===== src/rtl/clk_div_pkg.sv =====
// Shared types and constants for the clock-enable scheduler.
package clk_div_pkg;

  typedef enum logic [1:0] {IDLE, RUN, PEND, STOP} sched_state_t;

  localparam int DIV_MIN   = 2;
  localparam int CNT_W_DEF = 8;

endpackage


===== src/rtl/clk_div_cnt.sv =====
// Period counter for clk_div_sched: wrap detect plus registered tick/div_clk decode.
// Optional mid-period pulse is built only when CLK_DIV_SCHED_PHASE_EN is defined.
module clk_div_cnt
  import clk_div_pkg::*;
#(
  parameter int CNT_W = CNT_W_DEF
) (
  input  logic             i_clk,
  input  logic             i_rst,
  input  logic             i_active,
  input  logic             i_active_next,
  input  logic [CNT_W-1:0] i_div,
  input  logic [CNT_W-1:0] i_div_next,
  output logic             o_wrap,
  output logic             o_tick,
  output logic             o_div_clk
`ifdef CLK_DIV_SCHED_PHASE_EN
  ,
  output logic             o_tick_half
`endif
);

  logic [CNT_W-1:0] r_cnt;
  logic [CNT_W-1:0] w_cntNext;
  logic [CNT_W-1:0] w_highLen;

  // Outputs are decoded from the next count and next ratio so they line up with r_cnt.
  always_comb begin
    o_wrap    = i_active && (r_cnt == i_div - 1'b1);
    w_highLen = i_div_next - (i_div_next >> 1);
    if (!i_active_next || !i_active || o_wrap) begin
      w_cntNext = '0;
    end else begin
      w_cntNext = r_cnt + 1'b1;
    end
  end

  always_ff @(posedge i_clk) begin
    if (i_rst) begin
      r_cnt     <= '0;
      o_tick    <= 1'b0;
      o_div_clk <= 1'b0;
    end else begin
      r_cnt     <= w_cntNext;
      o_tick    <= i_active_next && (w_cntNext == i_div_next - 1'b1);
      o_div_clk <= i_active_next && (w_cntNext < w_highLen);
    end
  end

`ifdef CLK_DIV_SCHED_PHASE_EN
  logic [CNT_W-1:0] w_halfIdx;

  assign w_halfIdx = (i_div_next >> 1) - 1'b1;

  always_ff @(posedge i_clk) begin
    if (i_rst) begin
      o_tick_half <= 1'b0;
    end else begin
      o_tick_half <= i_active_next && (w_cntNext == w_halfIdx);
    end
  end
`endif

endmodule


===== src/rtl/clk_div_sched.sv =====
// Programmable clock-enable scheduler: tick every N cycles plus a divided-clock level.
// Define CLK_DIV_SCHED_PHASE_EN to add the o_tick_half mid-period pulse.
module clk_div_sched
  import clk_div_pkg::*;
#(
  parameter int CNT_W       = CNT_W_DEF,
  parameter int DEFAULT_DIV = 2
) (
  input  logic             i_clk,
  input  logic             i_rst,
  input  logic             i_run,
  input  logic             i_cfg_valid,
  input  logic [CNT_W-1:0] i_cfg_div,
  output logic             o_cfg_ready,
  output logic             o_cfg_err,
  output logic             o_tick,
  output logic             o_div_clk,
  output logic             o_busy
`ifdef CLK_DIV_SCHED_PHASE_EN
  ,
  output logic             o_tick_half
`endif
);

  localparam logic [CNT_W-1:0] DIV_MIN_W = CNT_W'(DIV_MIN);
  localparam logic [CNT_W-1:0] DIV_RST   = CNT_W'(DEFAULT_DIV);

  sched_state_t     r_state;
  sched_state_t     w_stateNext;
  logic [CNT_W-1:0] r_divQ;
  logic [CNT_W-1:0] w_divNext;
  logic [CNT_W-1:0] r_pendQ;
  logic [CNT_W-1:0] w_pendNext;
  logic             w_accept;
  logic             w_cfgOk;
  logic             w_wrap;
  logic             w_active;
  logic             w_activeNext;

  // A ratio accepted mid-period is parked in r_pendQ so the old period never gets cut short.
  always_comb begin
    w_accept    = i_cfg_valid && o_cfg_ready;
    w_cfgOk     = w_accept && (i_cfg_div >= DIV_MIN_W);
    w_stateNext = r_state;
    w_divNext   = r_divQ;
    w_pendNext  = r_pendQ;
    case (r_state)
      IDLE: begin
        if (w_cfgOk) w_divNext = i_cfg_div;
        if (i_run) w_stateNext = RUN;
      end
      RUN: begin
        if (w_wrap) begin
          if (w_cfgOk) w_divNext = i_cfg_div;
          w_stateNext = i_run ? RUN : IDLE;
        end else if (w_cfgOk) begin
          w_pendNext  = i_cfg_div;
          w_stateNext = PEND;
        end else if (!i_run) begin
          w_stateNext = STOP;
        end
      end
      PEND: begin
        if (w_wrap) begin
          w_divNext   = r_pendQ;
          w_stateNext = i_run ? RUN : IDLE;
        end
      end
      STOP: begin
        if (w_wrap) begin
          w_stateNext = i_run ? RUN : IDLE;
        end else if (i_run) begin
          w_stateNext = RUN;
        end
      end
      default: w_stateNext = IDLE;
    endcase
    w_active     = (r_state != IDLE);
    w_activeNext = (w_stateNext != IDLE);
  end

  always_ff @(posedge i_clk) begin
    if (i_rst) begin
      r_state     <= IDLE;
      r_divQ      <= DIV_RST;
      r_pendQ     <= '0;
      o_busy      <= 1'b0;
      o_cfg_err   <= 1'b0;
      o_cfg_ready <= 1'b1;
    end else begin
      r_state     <= w_stateNext;
      r_divQ      <= w_divNext;
      r_pendQ     <= w_pendNext;
      o_busy      <= w_activeNext;
      o_cfg_err   <= w_accept && (i_cfg_div < DIV_MIN_W);
      o_cfg_ready <= (w_stateNext == IDLE) || (w_stateNext == RUN);
    end
  end

  clk_div_cnt #(
    .CNT_W(CNT_W)
  ) u_cnt (
    .i_clk        (i_clk),
    .i_rst        (i_rst),
    .i_active     (w_active),
    .i_active_next(w_activeNext),
    .i_div        (r_divQ),
    .i_div_next   (w_divNext),
    .o_wrap       (w_wrap),
    .o_tick       (o_tick),
    .o_div_clk    (o_div_clk)
`ifdef CLK_DIV_SCHED_PHASE_EN
    ,
    .o_tick_half  (o_tick_half)
`endif
  );

endmodule


===== config.mk =====
export PLATFORM = sky130hd
export DESIGN_NAME = clk_div_sched
export DESIGN_NICKNAME = d
export VERILOG_FILES = /design/src/rtl/clk_div_pkg.sv /design/src/rtl/clk_div_cnt.sv /design/src/rtl/clk_div_sched.sv
export SDC_FILE = /design/constraint.sdc
export NUM_CORES = 1
export LEC_CHECK = 0
export CAP_MARGIN = 30
export CORE_MARGIN = 1.5
export CORE_UTILIZATION = 60
export DETAILED_ROUTE_END_ITERATION = 8
export PLACE_DENSITY = 0.8
export SYNTH_ARGS = -nofsm -noshare
export SYNTH_HDL_FRONTEND = slang
export SYNTH_HIERARCHICAL = 1
export SYNTH_SLANG_ARGS = --single-unit

===== constraint.sdc =====
create_clock -name i_clk -period 5.4 [get_ports i_clk]
set_input_delay 1.08 -clock i_clk [delete_from_list [all_inputs] [get_ports i_clk]]
set_output_delay 1.08 -clock i_clk [all_outputs]
set_load 0.01 [all_outputs]

==> impl_summary.md <==
Floorplan
The site row count is 24. The area of the die is 4970 sq um. The I/O pin total is 17. The effective utilization at floorplan is 0.624.

Measured along the x axis, the die boundary spans 70.5 um. The height of the die is 70.5 um. The core region is 4380 sq um.

Place
The weighted congestion reported at the end of routability-driven placement is 0.939. The placement-stage cell area is 3000 sq um. The half-perimeter wire length after placement is 5050 um. The number of port buffers is 16.

The worst setup slack before clock tree synthesis is 103 ps.

Clocking
The cell sitting at the root of the clock tree is a clkbuf_8. The clock tree from TritonCTS is built. The maximum count of clock buffers along a single path is 2.

The clock net in this run drives a total of 31 sinks. TritonCTS created 5 clock buffers. Clock-pin slew was measured on the worst setup and hold paths at 70 ps.

The H-tree depth reported by CTS is 2. The number of hold-repair buffers added at the cts stage is 0. For the worst-skew pair, the clock arrives at the later sink with an insertion delay of 290 ps.

Drt
In the routed design, unresolved DRC markers number 0. The first TritonRoute pass finished after 6 iterations. In the routed layout, each cell is associated on average with a via count of 6.18. In this run, the number of DRC markers left after iteration 0 of detailed routing was 156. The via total after detailed routing is 2489. The mean routed wirelength per cell is 16.2 um. In this run the remaining antenna-violating nets after routing total 0. The sum of routed wire length over all layers is 6520 um.

Yosys
The synthesized design contains 0 enable-type register cells. The biggest area consumer among synthesized cells is dfxtp_1. The number of different library cells in the post-synthesis netlist is 69. Synthesis inferred 31 register bits. nor2_1 is the most common cell in the netlist. The Yosys step of the flow raised 6 warnings. The dominant register cell in the synthesized netlist is dfxtp_1. By area the synthesized netlist is led by dfxtp_1 23%, ha_1 12%, xnor2_1 6.1%. Synthesis handed over a netlist of 327 instances.

Counting flops with an async set or reset pin after synthesis yields a share of 0. The area share of the leading cell type in the synthesized netlist is 0.227. Synthesis produced a netlist with a net count of 366. By count the netlist is led by 38 x nor2_1, 31 x dfxtp_1, 27 x inv_1, 26 x ha_1, 19 x xnor2_1. Averaged over all synthesized cells, the footprint is 8.37 sq um. The post-synthesis sequential area ratio is 0.227. The cell area after synthesis is 2740 sq um.

Finish
The net count of the finished layout is 390. The layout has 343 filler cells. The utilization of the core after routing is 0.707.

After routing the design area is 3100 sq um. Of the cells placed in the final design, the portion with a size suffix greater than 1 is 0.140. The sequential cells in the finished layout cover a total of 622 sq um.

Compared with the post-synthesis result, the final layout area differs by 13.3%. The combined area of the multi-input logic cells is 1960 sq um. The repair_antennas step left the layout with diodes totalling 0.

STA
Setup repair after global routing left no endpoint under its margin. The worst slew margin relative to its limit is 0.424. Adding up every negative setup slack in the final design gives 0 ps. For the pin with the worst max-slew slack, the measured transition is 862 ps. The number of pins with negative max-slew slack in the final report is 0. The routed design could run at a clock period as short as 5010 ps. Setup slack on the critical path of the routed design comes to 386 ps.

The clock skew is 10.2 ps. The tightest hold path in the finished design has a slack of 507 ps. Dividing the final minimum period by the clock period gives 0.929. The final-report hold violation count was 0. The highest attainable clock frequency is 199 MHz. Setup violations remaining at the end of the flow were counted as 0.

Power and ir drop
The combinational power share is 0.523. For this design the ratio of total power to cell area is 310 nW/um^2. Of the total power, registers draw 0.279. The fraction of power consumed by the clock network is 0.198. Summed over all cells, the static leakage comes to 1.28 nW.

In this run the power spent charging and discharging nets is 0.389 mW. Of the total power, the share spent switching nets is 0.404. The worst supply voltage drop on vdd is 0.251 mV. The internal power is 0.572 mW.

Critical path
STA classifies the critical path endpoint as a register. The critical path arrival is 5240 ps. The setup path with the least slack is of type input pin to register. STA puts the critical path data required time at 5620 ps. STA classifies the critical path startpoint as an input pin. The largest fanout on the critical path is 4.

Global route
The via count of the first global-routing pass came to 2377. The total overflow left after global routing is 0. Entering global routing, the biggest net connects 24 pins. The wire length of the first global-routing pass is 11200 um. The initial antenna violation count is 0. In the global route stage, overall resource usage came out at 0.274.

Flow run
Max-cap violations in this run came to 0.

Worst hold path
The min-delay analysis places its worst path in the category register to register.

Status
The flow ran to the end, and the final reports show no timing, DRC or antenna violations.
## final cells by class
class / count / area share
timing repair buffer: 29 / 0.0832
inverter: 28 / 0.0339
multi-input combinational: 256 / 0.633
clock inverter: 1 / 0.00161
tap: 52 / 0.0210
clock buffer: 6 / 0.0266
sequential: 31 / 0.201
## power by group through the flow
stage / logic, mW / clock network (mW) / registers [mW]
floorplan: 0.381 / 0 / 0.266
detailed placement: 0.490 / 0 / 0.272
CTS: 0.495 / 0.189 / 0.267
global route: 0.562 / 0.197 / 0.271
global placement: 0.480 / 0 / 0.272
finish: 0.502 / 0.190 / 0.268
## cells by family after synthesis
logic type               after synthesis  synth area share
AO/OA/AOI/OAI                         73             0.201
XOR/XNOR                              29            0.0979
adder cells (fa/ha/maj)               27             0.126
buffers and inverters                 40            0.0590
flip-flops                            31             0.227
multiplexers                          20            0.0768
AND/OR/NAND/NOR                      107             0.212
## through the flow
step,total power [mW],std cells
global placement,0.751,395
global route,1.03,403
CTS,0.952,402
floorplan,0.647,327
finish,0.961,403
detailed placement,0.762,395
## critical path: stages
cell             delay (ps)
clkdlybuf4s50_1         430
or4_4                   610
o21ai_4                 220
mux2_2                  360
a22oi_2                 220
nor2_1                   80
inv_1                    80
ha_1                    160
inv_1                    60
fa_1                    390
a21oi_1                 140
nor2_1                   50
nor2_1                  150
o21bai_1                 80
a21oi_1                 170
xor2_1                  180
ha_1                    250
nor2b_1                 120
o21ai_0                 150
nand4b_1                110
a31oi_1                 140
## final timing paths
check | cells past startpoint | end | start | slack [ps]
worst min register to register | 2 | r_pendQ[3] | r_pendQ[3] | 510
worst max-delay path | 21 | u_cnt/o_div_clk | i_cfg_div[5] | 390
worst max register to register | 25 | u_cnt/o_div_clk | r_divQ[2] | 430
worst min-delay path | 2 | r_pendQ[3] | r_pendQ[3] | 510
## layout by cell type, fill, tap and decap left out, types with 4 or more instances in the layout
cell             count
mux2i_1             12
dfxtp_1             30
inv_1               27
nor2b_1              9
xnor2_1             19
nand2_1             10
clkbuf_8             6
buf_4               13
a21oi_1             17
o21ai_0             15
ha_1                26
clkdlybuf4s50_1     16
and3_1               5
o21bai_1             4
nor2_1              38
nor4_1               5
nand3_1              9
nand2b_1             4
mux2_2               8
xor2_1               9
## layer usage
| metal | track usage | wire, um |
|---|---|---|
| met1 | 0.371 | 2930 |
| met2 | 0.459 | 3090 |
| met3 | 0.0513 | 424 |
| met4 | 0.0587 | 72 |
| met5 | 0 | 0 |
## timing repair
item / in CTS / in global routing
resized for setup: 0 / 3
setup buffers: 0 / 1
setup endpoints to repair: 0 / 1
## registers in the layout (all words and copies together) (netlist names)
| register | flops |
|---|---|
| u_cnt/r_cnt | 8 |
| o_busy | 1 |
| u_cnt/o_tick | 1 |
| o_cfg_err | 1 |
| r_pendQ | 8 |
| o_cfg_ready | 1 |
| r_divQ | 8 |
| u_cnt/o_div_clk | 1 |
| r_state | 2 |
(Power assumes the default switching activity.)
